===== src/rtl/mul_arb.sv =====
// Two-requester round-robin front end for a shared multi-cycle shift-add multiplier engine.
// One operation is in flight at a time; zero operands bypass the engine, and a stalled engine times out.
module mul_arb #(
    parameter int W       = 8,
    parameter int TIMEOUT = 32
) (
    input  logic             clk,
    input  logic             rst_n,
    input  logic             req0_valid,
    output logic             req0_ready,
    input  logic [W-1:0]     req0_a,
    input  logic [W-1:0]     req0_b,
    input  logic             req1_valid,
    output logic             req1_ready,
    input  logic [W-1:0]     req1_a,
    input  logic [W-1:0]     req1_b,
    output logic             rsp_valid,
    input  logic             rsp_ready,
    output logic             rsp_id,
    output logic [2*W-1:0]   rsp_data,
    output logic             rsp_err,
    output logic             eng_start,
    output logic [W-1:0]     eng_a,
    output logic [W-1:0]     eng_b,
    input  logic             eng_done,
    input  logic [2*W-1:0]   eng_o
);

    localparam logic [1:0] S_IDLE  = 2'd0;
    localparam logic [1:0] S_START = 2'd1;
    localparam logic [1:0] S_WAIT  = 2'd2;
    localparam logic [1:0] S_RESP  = 2'd3;

    localparam int CW = $clog2(TIMEOUT + 1);

    logic [1:0]     state_q;
    logic [CW-1:0]  cnt_q;
    logic           last_q;
    logic [W-1:0]   a_q;
    logic [W-1:0]   b_q;
    logic           id_q;
    logic           err_q;
    logic           byp_q;
    logic [2*W-1:0] data_q;

    logic           idle;
    logic           grant0;
    logic           grant1;
    logic           accept;
    logic [W-1:0]   sel_a;
    logic [W-1:0]   sel_b;
    logic           timeout_hit;
    logic           in_resp;
    logic           eng_act;

    // On a tie the requester that did not win last time is granted.
    assign idle        = (state_q == S_IDLE);
    assign grant0      = req0_valid & (~req1_valid | last_q);
    assign grant1      = req1_valid & (~req0_valid | ~last_q);
    assign req0_ready  = idle & grant0;
    assign req1_ready  = idle & grant1;
    assign accept      = req0_ready | req1_ready;
    assign sel_a       = grant1 ? req1_a : req0_a;
    assign sel_b       = grant1 ? req1_b : req0_b;
    assign timeout_hit = (cnt_q == CW'(TIMEOUT - 1));

    always_ff @(posedge clk) begin
        if (!rst_n) begin
            state_q <= S_IDLE;
            cnt_q   <= '0;
            last_q  <= 1'b1;
            a_q     <= '0;
            b_q     <= '0;
            id_q    <= 1'b0;
            err_q   <= 1'b0;
            byp_q   <= 1'b0;
            data_q  <= '0;
        end else begin
            case (state_q)
                S_IDLE: begin
                    if (accept) begin
                        a_q    <= sel_a;
                        b_q    <= sel_b;
                        id_q   <= grant1;
                        last_q <= grant1;
                        err_q  <= 1'b0;
                        data_q <= '0;
                        if (sel_a == '0 || sel_b == '0) begin
                            byp_q   <= 1'b1;
                            state_q <= S_RESP;
                        end else begin
                            byp_q   <= 1'b0;
                            state_q <= S_START;
                        end
                    end
                end
                S_START: begin
                    cnt_q   <= '0;
                    state_q <= S_WAIT;
                end
                S_WAIT: begin
                    cnt_q <= cnt_q + CW'(1);
                    // A done arriving on the final wait cycle still wins over the timeout.
                    if (eng_done) begin
                        data_q  <= eng_o;
                        err_q   <= 1'b0;
                        state_q <= S_RESP;
                    end else if (timeout_hit) begin
                        data_q  <= '0;
                        err_q   <= 1'b1;
                        state_q <= S_RESP;
                    end
                end
                S_RESP: begin
                    if (rsp_ready) begin
                        state_q <= S_IDLE;
                    end
                end
                default: state_q <= S_IDLE;
            endcase
        end
    end

    // Engine operands are only presented while the engine is actually in use.
    assign in_resp   = (state_q == S_RESP);
    assign eng_act   = (state_q == S_START) | (state_q == S_WAIT) | (in_resp & ~byp_q);
    assign eng_start = (state_q == S_START);
    assign eng_a     = eng_act ? a_q : '0;
    assign eng_b     = eng_act ? b_q : '0;
    assign rsp_valid = in_resp;
    assign rsp_id    = in_resp & id_q;
    assign rsp_data  = in_resp ? data_q : '0;
    assign rsp_err   = in_resp & err_q;

endmodule


===== config.mk =====
export PLATFORM = sky130hd
export DESIGN_NAME = mul_arb
export DESIGN_NICKNAME = d
export VERILOG_FILES = /design/src/rtl/mul_arb.sv
export SDC_FILE = /design/constraint.sdc
export NUM_CORES = 1
export LEC_CHECK = 0
export BUFFER_PORTS_ARGS = -buffer_cell sky130_fd_sc_hd__buf_2
export CAP_MARGIN = 20
export CORE_MARGIN = 4
export CORE_UTILIZATION = 54
export CTS_BUF_LIST = sky130_fd_sc_hd__clkbuf_8
export CTS_CLUSTER_SIZE = 25
export DETAILED_ROUTE_END_ITERATION = 12
export GPL_TIMING_DRIVEN = 0
export PLACE_DENSITY = 0.95
export SETUP_SLACK_MARGIN = 0.5
export SKIP_LAST_GASP = 1
export SLEW_MARGIN = 20
export SYNTH_ARGS = -nofsm -noshare
export SYNTH_HDL_FRONTEND = slang
export SYNTH_SLANG_ARGS = --single-unit

===== constraint.sdc =====
create_clock -name clk -period 3.6 [get_ports clk]
set_input_delay 0.72 -clock clk [delete_from_list [all_inputs] [get_ports clk]]
set_output_delay 0.72 -clock clk [all_outputs]
set_load 0.005 [all_outputs]

### Word level (Yosys, flattened, before mapping)

Cells that the tools add are included.

| operators by class | value |
|---|---|
| $add $sub $neg | 1 |
| bitwise operators | 16 |
| equality and inequality tests | 7 |
| muxes and demuxes | 21 |
| $lt $le $gt $ge | 0 |
| shift-type cells | 0 |
| $mul | 0 |
| reductions and logical operators | 9 |
| divide/modulo/power cells | 0 |

Operators by type and width:

| operator | number |
|---|---|
| two-way mux 16 bit | 4 |
| two-way mux 8 bit | 4 |
| case mux 16 bit (2 select lines) | 1 |
| zero test 8 bit | 2 |
| case mux 6 bit (2 select lines) | 1 |
| two-way mux 2 bit | 5 |
| case mux 2 bit (4 select lines) | 1 |
| AND 1 bit | 7 |
| adder 6 x 1 -> 6 bit, second input constant | 1 |
| == test 6 x 5 -> 1 bit, second input constant | 1 |
| AND reduction 3 bit | 2 |
| bitwise OR 1 bit | 5 |
| == test 2 bit, second input constant | 2 |
| two-way mux 1 bit | 4 |
| inverter 1 bit | 4 |
| nonzero test 2 bit | 2 |
| inequality test 3 bit, second input constant | 1 |
| == test 2 x 1 -> 1 bit, second input constant | 1 |
| zero test 2 bit | 1 |
| inequality test 2 x 1 -> 1 bit, second input constant | 1 |
| inequality test 2 bit, second input constant | 1 |
| case mux 1 bit (2 select lines) | 1 |
| AND reduction 2 bit | 1 |
| logical OR 1 bit | 1 |

| storage, ports and cells | value |
|---|---|
| memory bits (writable) | 0 |
| output and inout bits | 38 |
| register bits | 44 |
| bits in latches | 0 |
| bits in read-only memories | 0 |
| memories | 0 |
| word-level logic and storage cells | 63 |
| input port bits | 54 |

### Longest topological paths before layout

Gate-level depths: netlist of run 1.

| depth | value |
|---|---|
| word-level depth | 9 |
| gate-level depth with buffers | 9 |
| depth with buffers taken out | 7 |

### Worst setup path after synthesis of run 1

Ideal clock, no wire load.

| path | value |
|---|---|
| path type | flip-flop to output port |
| from | register state_q[0] |
| to | output port eng_a[4] |
| cell stages (with the launch flop) | 7 |
| data arrival time | 1.608 ns |
| slack | 1.272 ns |
| path buffers | 2 |
| data required time | 2.880 ns |
| cells stage by stage | dfxtp_1 inv_1 ha_1 clkbuf_1 a21oi_1 clkbuf_1 nor2b_1 |

| on the way | value |
|---|---|
| longest elaborated chain between the ends | 4 |
| elaborated cells between the ends (all ways) | 7 |
| those cells by class | 3 x eq/ne; 1 x mux; 3 x bitwise |

RTL lines:

| what | line | text |
|---|---|---|
| start, declared | 36 | `logic [1:0] state_q;` |
| start signal, assigned | 69 | `state_q <= S_IDLE;` |
| start signal, assigned | 90 | `state_q <= S_RESP;` |
| start signal, assigned | 93 | `state_q <= S_START;` |
| == test 2 x 1 -> 1 bit, or another cell as far along | 126 | `assign eng_act = (state_q == S_START) \| (state_q == S_WAIT) \| (in_resp & ~byp_q);` |
| bitwise OR 1 bit or AND 1 bit (tied branches) | 126 |  |
| bitwise OR 1 bit (*) | 126 |  |
| two-way mux 8 bit (*) | 128 | `assign eng_a = eng_act ? a_q : '0;` |
| end, declared | 23 | `output logic [W-1:0] eng_a,` |

Every way passes the cells marked *; elsewhere a longest branch is shown, timed or not.

### Worst setup path in the final report of run 1

| path | value |
|---|---|
| from | register state_q[0] |
| to | output port eng_b[4] |

| on the way | value |
|---|---|
| longest elaborated chain between the ends | 4 |
| elaborated cells between the ends (all ways) | 7 |
| those cells by class | 3 x eq/ne; 1 x mux; 3 x bitwise |

RTL lines:

| what | line | text |
|---|---|---|
| == test 2 x 1 -> 1 bit, or another cell as far along | 126 |  |
| bitwise OR 1 bit or AND 1 bit (tied branches) | 126 |  |
| bitwise OR 1 bit (*) | 126 |  |
| two-way mux 8 bit (*) | 129 | `assign eng_b = eng_act ? b_q : '0;` |
| end, declared | 24 | `output logic [W-1:0] eng_b,` |

Marked as above.

==> run summary, run 1 <==
mean post-synth cell area = 8.50 µm²
required time of the critical path = 2880 ps
CP Capture Type = output port
area leader, netlist = dfxtp_1
fin crit share = 80.8%
DRC violations left = 0
flop-to-flop setup slack = 1230 ps
worst hold endpoint = id_q
GRT Total Usage = 22.4%
nets = 429
routed metal-1 wirelength = 2420 µm
CTS buffer count = 5
Crit Reg-Reg Startpoint = state_q[0]
total gr overflow = 0
Post-Synth Adder-Cell Area = 3.26%
CTS Hold Bufs = 0
Crit path arrival time = 2190 ps
first-pass GRT wire length = 9600 µm
PortBufs = 91
CP Class = reg2out
routed wire length = 5960 µm
WL/cell = 14.2 µm
Simple-Gate Fraction of Synth Area = 27.2%
Cell Area, Synth = 0.00230 mm²
worst slew pin tran = 598 ps
YS warnings = 0
Synth Area in Compound Gates = 10.4%
IR drop worst, VDD = 0.408 mV
hold_sp = id_q
overall power = 1.85 mW
layout cells sized above 1 = 29.0%
Top Metal Used = met4
Die ar. = 0.00537 mm²
power per cell area = 632 mW/mm²
top cell type's share of synthesized area = 38.2%
largest net degree at the start of global routing = 13
vias = 2292
clk_lat worst skew = 290 ps
Root Driver = clkbuf_8
Worst-path clk slew = 80 ps
initial antenna violation count = 0
RePlAce Congestion = 0.897
critical path startpoint category = flip-flop
height of the chip = 73.3 µm
hold depth = 2
final setup margin = 690 ps
DRT iter0 DRCs = 127
Place WS = 756 ps
LEAKAGE = 1.46 nW
Post-synth top flop = dfxtp_1
H-Tree Depth = 2
fill cell count = 295
Row Count = 23
area of the multi-input gates = 0.00132 mm²
maxcap violations = 0
area grow syn2layout = 26.9%
slew margin rel. = 60.1%
Final Max Slew Viols = 0
skew final = 8.09 ps
largest cells by area after synthesis = dfxtp_1 38%, mux2i_1 15%, nor2_1 6.8%, a211oi_1 5.5%, and2_1 4.9%
peak fanout along the critical path = 10
ys async rst share = 0%
Cell variety after synth = 31
vias per cell = 5.47
antenna cells = 0
Synth Area in XOR/XNOR = 1.52%
RSZ-0062 raised after global routing = no
Detail Placement HPWL = 4510 µm
RR Endpoint = data_q[5]
Fmax = 344 MHz
worst min-delay path category = reg2reg
Post-synth EDFFs = 0
I/O pin count = 92
number of global-route vias before repair = 2171
met2 routed WL = 3020 µm
DRT Pass-1 Iters = 4
clock sinks = 44
core area = 0.00406 mm²
Setup-failing EPs final = 0
Yosys reg bits = 44
Seq/Total Area, Yosys = 38.2%
WHS = 477 ps
die width = 73.3 µm
CTS tree = built
Initial Utilization = 56.8%
largest family of logic cells by synthesized area = simple AND/OR/NAND/NOR gates
Detail Route Antenna Nets = 0
outcome = finished, final reports clean
Synth Instances = 271
setup_tns = 0 ps
Reg2Reg Depth = 9
register area = 881 µm²
Final Util = 72.0%
DR WL met3 = 398 µm
multiplexer share of the synthesized area = 14.8%
final count of hold timing violations = 0
Synthesized Nets = 331
clk buf depth = 2
minimum clock period = 2910 ps
[critical path, stage by stage (launching register included)]
cell and delay (ps):
dfxtp_1 390, inv_1 100, ha_1 300, clkbuf_1 200, a21oi_2 340, clkbuf_2 320, nor2b_1 100, buf_2 140
[flip-flops by register name (all words and copies together) (netlist names)]
signal / flops
a_q: 8
b_q: 8
data_q: 16
state_q: 2
last_q: 1
id_q: 1
byp_q: 1
err_q: 1
cnt_q: 6
[metal layers]
metal | vias to the layer above | GRT usage, %
li1 | 1125 | -
met5 | - | 0
met3 | 12 | 5.06
met1 | 1066 | 27.8
met2 | 89 | 37.9
met4 | 0 | 8.25
[through the flow]
stage          area, µm²  std cells
2_1_floorplan       2300        271
3_3_place_gp        2820        412
3_5_place_dp        2820        412
4_1_cts             2920        419
5_1_grt             2920        419
6_report            2920        419
[cells by family after synthesis]
group,Yosys count
xor+xnor,4
mux,34
simple gates,121
fa+ha+maj,6
buf+inv,26
flops,44
compound gates,36
[cells in the mapped netlist, types with 2 or more instances]
cell type  instances
a211oi_1          17
a21oi_1            8
and2_1            18
and3_1            16
buf_2              2
clkbuf_1          14
dfxtp_1           44
ha_1               6
inv_1              8
mux2i_1           34
nand2_1           12
nand3_1            2
nand4_1            2
nor2_1            42
nor2b_1           17
nor4_1             8
o21ai_0            4
o22ai_1            2
xor2_1             3
[where the power goes]
| group | internal (mW) | leakage (nW) | switching [mW] |
|---|---|---|---|
| logic | 0.360 | 1.05 | 0.510 |
| clock network | 0.171 | 0.0503 | 0.163 |
| registers | 0.590 | 0.360 | 0.0536 |
[layout make-up]
cell class | instances | share of cell area [%]
Inverter | 9 | 1.16
Clock buffer | 7 | 3.30
Tap cell | 50 | 2.14
Buffer | 17 | 2.57
Timing Repair Buffer | 91 | 15.6
Sequential cell | 44 | 30.1
Multi-Input combinational cell | 201 | 45.1
[cell usage in the layout (no fill, tap or decap), drive strengths merged]
cell type | netlist | final
nor4 | 8 | 8
nand2 | 13 | 13
inv | 8 | 8
and3 | 16 | 16
nand4 | 2 | 2
or3 | 2 | 2
ha | 6 | 6
clkbuf | 14 | 21
nand2b | 1 | 1
buf | 3 | 94
nor2b | 17 | 17
a222oi | 1 | 1
nor2 | 42 | 42
clkinv | 1 | 1
o21ai | 5 | 5
and2 | 18 | 18
dfxtp | 44 | 44
o22ai | 2 | 2
xor2 | 3 | 3
a21boi | 1 | 1
nand3 | 2 | 2
a211oi | 17 | 17
xnor2 | 1 | 1
mux2i | 34 | 34
a21oi | 9 | 9
o21a | 1 | 1
[worst max path at each step]
stage / to / slack [ps] / cells past startpoint / from
2_1_floorplan: eng_a[4] / 1270 / 6 / state_q[0]
3_3_place_gp: eng_b[4] / 810 / 7 / state_q[0]
3_5_place_dp: eng_b[4] / 760 / 7 / state_q[0]
4_1_cts: eng_b[4] / 570 / 7 / state_q[0]
5_1_grt: eng_b[4] / 610 / 7 / state_q[0]
6_report: eng_b[4] / 690 / 7 / state_q[0]
[repair_timing]
action	4_1_cts	5_1_grt
setup endpoints to repair	10	10
buffers inserted	0	0
gates resized for setup	1	2
No activity file was read; power rests on OpenSTA's default activity.
==> run 2, diff against run 1 <==
- ABC_AREA: not set -> 1
- CORE_UTILIZATION: 54 -> 51
- PLACE_DENSITY: 0.95 -> 0.94
- clock period: 3.6 -> 2.8 ns (I/O delays scaled with it)
==> run 2 against run 1 <==
Net effect:
- sequential power up 29%
- combinational power up 29%
- register-to-register slack got worse by 460 ps
- critical path depth grew 1
- via count grew 14%
- sequential cell count stayed put
- hold slack got worse by 2.2 ps
- wire length grew 6.7%
- final cell count up 24%
- largest cell class unchanged
==> run summary, run 2 <==
outcome = finished, final reports clean
Clock power frac = 20.2% (+2.1 points)
Post-synth top flop = dfxtp_1
vias per cell = 5.00 (-8.5%)
Top Registers = data_q (16), a_q (8), b_q (8)
Detail Placement HPWL = 4720 µm (+4.6%)
YS warnings = 0 (unchanged)
multiplexer share of the synthesized area = 0% (-15 points)
WL/cell = 12.2 µm (-14%)
critical path startpoint category = flip-flop
Seq/Total Area, Yosys = 36.0% (-2.2 points)
first-pass GRT wire length = 10700 µm (+11%)
Simple-Gate Fraction of Synth Area = 30.3% (+3.1 points)
final count of hold timing violations = 0 (unchanged)
ys async rst share = 0% (unchanged)
Detail Route Antenna Nets = 0 (unchanged)
total gr overflow = 0 (unchanged)
CP Capture Type = output port
power per cell area = 776 mW/mm² (+23%)
peak fanout along the critical path = 10 (unchanged)
die width = 77.2 µm (+5.3%)
DRT iter0 DRCs = 162 (+28%)
height of the chip = 77.2 µm (+5.3%)
Int Pwr = 1.46 mW (+30%)
area of the multi-input gates = 0.00126 mm² (-4.7%)
Post-synth EDFFs = 0 (unchanged)
minimum clock period = 2210 ps
Buf/Inv on CP = 4 (unchanged)
initial antenna violation count = 0 (unchanged)
switch share = 40.5% (+1.2 points)
worst path cell trace = ha_4 > buf_8 > inv_1 > nor2_2 > nor2_4 > clkbuf_8 > nor2_1 > buf_2
most common cell in the netlist = nand2_1
LEAKAGE = 1.73 nW (+19%)
antenna cells = 0 (unchanged)
nets = 528 (+23%)
layout cells sized above 1 = 27.9% (-1.1 points)
H-Tree Depth = 2 (unchanged)
slew margin rel. = 68.8% (+8.7 points)
Crit path arrival time = 1650 ps (-540 ps)
commonest non-fill, non-tap cell in the layout = buf_2
Yosys reg bits = 44 (unchanged)
Synth Area in Compound Gates = 15.6% (+5.2 points)
overall power = 2.45 mW (+33%)
Synthesized Nets = 429 (+30%)
PortBufs = 90 (-1.1%)
CTS tree = built
CP max-delay cell = dfxtp_4
final setup margin = 589 ps (-101 ps)
Root Driver = clkbuf_8
most frequent cells in the layout = 96 x buf_2, 75 x nand2_1, 66 x inv_1
CP Class = reg2out
area leader, netlist = dfxtp_1
Top Family by Delay on Critical Path = buffers and inverters
largest family of logic cells by synthesized area = simple AND/OR/NAND/NOR gates
number of global-route vias before repair = 2596 (+20%)
RePlAce Congestion = 0.831 (-7.3%)
Post-Synth Adder-Cell Area = 3.07% (-0.19 points)
required time of the critical path = 2240 ps (-640 ps)
Synth Area in XOR/XNOR = 0.717% (-0.80 points)
max reg flops = 16 (unchanged)
Setup-failing EPs final = 0 (unchanged)
CTS Hold Bufs = 0 (unchanged)
Initial Utilization = 54.3% (-2.5 points)
I/O pin count = 92 (unchanged)
placed insts = 511 (+24%)
Comb power frac = 45.8% (-1.3 points)
routed wire length = 6360 µm (+6.7%)
mean post-synth cell area = 6.62 µm² (-22%)
top cell type's share of synthesized area = 36.0% (-2.2 points)
largest net degree at the start of global routing = 16 (+3)
WHS = 475 ps (-2.23 ps)
Cell variety after synth = 26 (-16%)
Row Count = 24 (+4.3%)
Final Non-Filler Cells = 521 (+24%)
fill cell count = 350 (+19%)
largest cells by area after synthesis = dfxtp_1 36%, nand2_1 12%, inv_1 10%, a21oi_1 7.4%, o21ai_0 6.8%
Die ar. = 0.00596 mm² (+11%)
Place WS = 256 ps (-500 ps)
clk_lat worst skew = 300 ps (about the same)
Final Max Slew Viols = 0 (unchanged)
vias = 2607 (+14%)
Reg with most FFs = data_q
maxcap violations = 0 (unchanged)
Fmax = 452 MHz
RSZ-0062 raised after global routing = no
flop-to-flop setup slack = 770 ps (-460 ps)
register area = 886 µm² (+0.57%)
CTS buffer count = 5 (unchanged)
GRT Total Usage = 21.3% (-1.1 points)
area grow syn2layout = 29.3%
worst slew pin tran = 468 ps (-131 ps)
switching power of the nets = 993 µW (+37%)
Synth top cells by count = 75 x nand2_1, 66 x inv_1, 44 x dfxtp_1
DRT Pass-1 Iters = 4 (unchanged)
skew final = 6.64 ps (-1.45 ps)
setup_tns = 0 ps (unchanged)
clk buf depth = 2 (unchanged)
Sequential Power Share = 33.9% (-0.9 points)
Cell Area, Synth = 0.00244 mm² (+6.1%)
Synth Instances = 369 (+36%)
worst min-delay path category = reg2reg
core area = 0.00450 mm² (+11%)
clock sinks = 44 (unchanged)
DRC violations left = 0 (unchanged)
Worst-path clk slew = 90 ps (about the same)
IR drop worst, VDD = 0.586 mV (+44%)
largest stage delay on the critical path = 380 ps (about the same)
fin crit share = 79.0%
[run 2: changes by cell type in the layout (fill, tap and decap cells not counted), sizes merged, moves of 18 or more]
cell and change:
nand2 +66, inv +59, mux2i -34, o21ai +29, a21oi +28, nand3 +19, and2 -18
[run 2: area by class of cell]
type                       instances  share of cell area [%]
multi-input combinational        240                    39.8
sequential                        44                    28.0
timing repair buffer              92                    14.7
inverter                          68                    8.08
buffer                            17                    3.64
clock buffer                       5                    2.18
tap                               52                    2.06
clock inverter                     3                    1.50
[run 2: power groups by stage]
stage	Sequential, mW	Clock, mW	Combinational, mW
2_1_floorplan	0.812	0	0.704
6_report	0.831	0.496	1.12
4_1_cts	0.820	0.506	1.08
5_1_grt	0.845	0.529	1.26
3_3_place_gp	0.824	0	0.972
3_5_place_dp	0.829	0	0.999
[run 2: repair_timing]
item | CTS | global route
resized for setup | 11 | 9
pin swaps | 1 | 1
setup endpoints to repair | 26 | 19
setup buffers | 2 | 0
[run 2: cell families (layout without fill, tap and decap cells)]
family / after synthesis / count (layout)
and+or+nand+nor: 158 / 158
buffers and inverters: 85 / 185
AOI/OAI and AO/OA: 74 / 74
DFF: 44 / 44
adders and majority gates: 6 / 6
xor gates and xnor gates: 2 / 2
[run 2: final timing paths]
kind	from	to	cells past startpoint
max	state_q[0]	eng_a[6]	8
min	id_q	id_q	2
max reg2reg	state_q[0]	data_q[8]	6
min reg2reg	id_q	id_q	2
[run 2: per-stage QoR]
step	util [%]	instance area (µm²)
final	70.1	3160
after global routing	70.1	3160
after CTS	69.4	3120
after detailed placement	65.7	2960
after global placement	65.7	2960
after floorplan	-	2440
[run 2: metal layers]
layer  vias up  track usage, %  routed length (µm)
met1      1129            24.9                2580
met5         -               0                   0
met4         0            7.65                 107
met2       117            37.8                3120
met3        11            4.80                 552
li1       1350               -                   -
[run 2: worst reg2reg max path, cell delays in order (launching register included)]
cell and delay [ps]:
dfxtp_4 380, inv_1 100, ha_1 300, nor2_2 420, clkbuf_1 350, o21ai_0 200
a21oi_1 200
==> run 3, diff against run 2 <==
- CORE_UTILIZATION: 51 -> 46
- PLACE_DENSITY: 0.94 -> 0.9
- clock period: 2.8 -> 1.95 ns (I/O delays scaled with it)
==> run 3 against run 2 <==
Net effect:
- non-clock buffer count is 20 higher
- worst setup slack got worse by 580 ps
- power is 63% higher
- clock power rose by 19%
- final cell count rose by 7.5%
- sequential power is 46% higher
- largest power group unchanged
- die area grew 9.7%
- final area is 15% higher
- wire length increased by 24%
- sequential cell count is the same
==> run summary, run 3 (synthesis results as in run 2) <==
RSZ-0062 raised after global routing = yes
Crit path arrival time = 1550 ps (-100 ps)
Reg2Reg Depth = 7 (+1)
Post-DP Area = 0.00310 mm² (+4.7%)
maxcap violations = 0 (unchanged)
commonest non-fill, non-tap cell in the layout = buf_2
clock sinks = 44 (unchanged)
PortBufs = 90 (unchanged)
die width = 80.9 µm (+4.7%)
nets = 549 (+4.0%)
routed wire length = 7880 µm (+24%)
critical path startpoint category = flip-flop
Top Registers = data_q (16), a_q (8), b_q (8)
Die ar. = 0.00654 mm² (+9.7%)
Initial Utilization = 47.5% (-6.7 points)
LEAKAGE = 1.92 nW (+11%)
Detail Route Antenna Nets = 0 (unchanged)
layout cells sized above 1 = 40.2% (+12 points)
height of the chip = 80.9 µm (+4.7%)
clk buf depth = 2 (unchanged)
outcome = finished, final reports clean
DRT iter0 DRCs = 231 (+43%)
area grow syn2layout = 48.5%
worst slew pin tran = 462 ps (-5.67 ps)
WL/cell = 14.1 µm (+15%)
I/O pin count = 92 (unchanged)
CP startpoint = state_q[1]
GRT Total Usage = 20.5% (-0.82 points)
DRC violations left = 0 (unchanged)
Setup-failing EPs final = 0 (unchanged)
Crit Reg-Reg Startpoint = state_q[0]
initial antenna violation count = 0 (unchanged)
area of the multi-input gates = 0.00144 mm² (+15%)
number of global-route vias before repair = 2548 (-1.8%)
flop-to-flop setup slack = 290 ps (-480 ps)
slew margin rel. = 69.2% (+0.38 points)
vias = 2891 (+11%)
RR Endpoint = data_q[11]
RePlAce Congestion = 0.853 (+2.6%)
required time of the critical path = 1560 ps (-680 ps)
Fmax = 514 MHz
CP Capture Type = output port
H-Tree Depth = 2 (unchanged)
largest net degree at the start of global routing = 14 (-2)
Detail Placement HPWL = 5000 µm (+6.0%)
IR drop worst, VDD = 0.674 mV (+15%)
CTS tree = built
Final Util = 70.6% (+0.46 points)
setup_tns = 0 ps (unchanged)
vias per cell = 5.16 (+3.2%)
minimum clock period = 1940 ps
Final Max Slew Viols = 0 (unchanged)
most frequent cells in the layout = 91 x buf_2, 63 x inv_1, 62 x nand2_1
first-pass GRT wire length = 10700 µm (+0.32%)
skew final = 8.77 ps (+2.13 ps)
CTS buffer count = 5 (unchanged)
antenna cells = 0 (unchanged)
register area = 892 µm² (+0.71%)
DRT Pass-1 Iters = 5 (+1)
clk_lat worst skew = 300 ps (about the same)
Row Count = 26 (+8.3%)
power per cell area = 1100 mW/mm² (+42%)
worst min-delay path category = in2reg
fin crit share = 99.7%
Worst Setup EP = eng_b[6]
final count of hold timing violations = 0 (unchanged)
core area = 0.00514 mm² (+14%)
design area = 0.00363 mm² (+15%)
max reg flops = 16 (unchanged)
peak fanout along the critical path = 5 (-5)
fill cell count = 399 (+14%)
total gr overflow = 0 (unchanged)
Reg with most FFs = data_q
Root Driver = clkbuf_8
CP Class = reg2out
Worst-path clk slew = 90 ps (about the same)
run 3: changes by cell type in the layout (fill, tap and decap cells not counted), sizes merged:
cell / change
buf: +18
bufinv: -1
clkbuf: +3
nand2: +1
run 3: metrics by stage:
stage | setup WS [ps] | hold slack [ps] | instances | total power [mW]
after floorplan | 434 | 441 | 369 | 2.42
after global placement | 206 | 460 | 529 | 2.83
after detailed placement | 193 | 467 | 529 | 2.88
after CTS | 15.3 | 347 | 549 | 3.69
after global routing | -33.0 | 358 | 560 | 4.24
final | 5.33 | 353 | 560 | 4.01
run 3: where the power goes:
part	internal, mW	switching (mW)	leakage [nW]
clock network	0.283	0.307	0.0510
registers	1.09	0.116	0.362
logic	0.937	1.27	1.51
total	2.31	1.69	1.92
run 3: worst min-delay path by stage:
stage,cells after the start,to,slack [ps],start
4_1_cts,3,data_q[5],350,eng_o[5]
2_1_floorplan,2,id_q,440,id_q
3_3_place_gp,2,data_q[12],460,data_q[12]
6_report,3,data_q[5],350,eng_o[5]
5_1_grt,3,data_q[5],360,eng_o[5]
3_5_place_dp,2,data_q[7],470,data_q[7]
run 3: routing by layer:
layer,up-vias,share of wire [%],track usage [%]
met5,-,0,0
met4,0,2.0,7.77
met3,17,5.9,3.99
met2,116,52,37.6
met1,1356,40,23.3
li1,1402,-,-
run 3: area by class of cell:
type | count | area share (%)
tap | 70 | 2.41
buffer | 17 | 4.83
timing repair buffer | 112 | 18.7
inverter | 68 | 7.17
clock buffer | 6 | 2.28
sequential | 44 | 24.6
multi-input combinational | 241 | 39.8
clock inverter | 2 | 0.276
run 3: what timing repair did:
item,in CTS,in global routing
gates resized for setup,24,45
setup buffers,10,9
cloned,2,2
endpoints found under the setup margin,76,77
pin swaps,5,13
hold buffers,0,0
run 3: critical path: stages, from the launching register on:
cell	delay (ps)
dfxtp_4	370
ha_4	160
buf_8	120
inv_6	50
nor2_4	30
nor2_4	180
clkbuf_16	180
nor2_2	40
buf_2	120
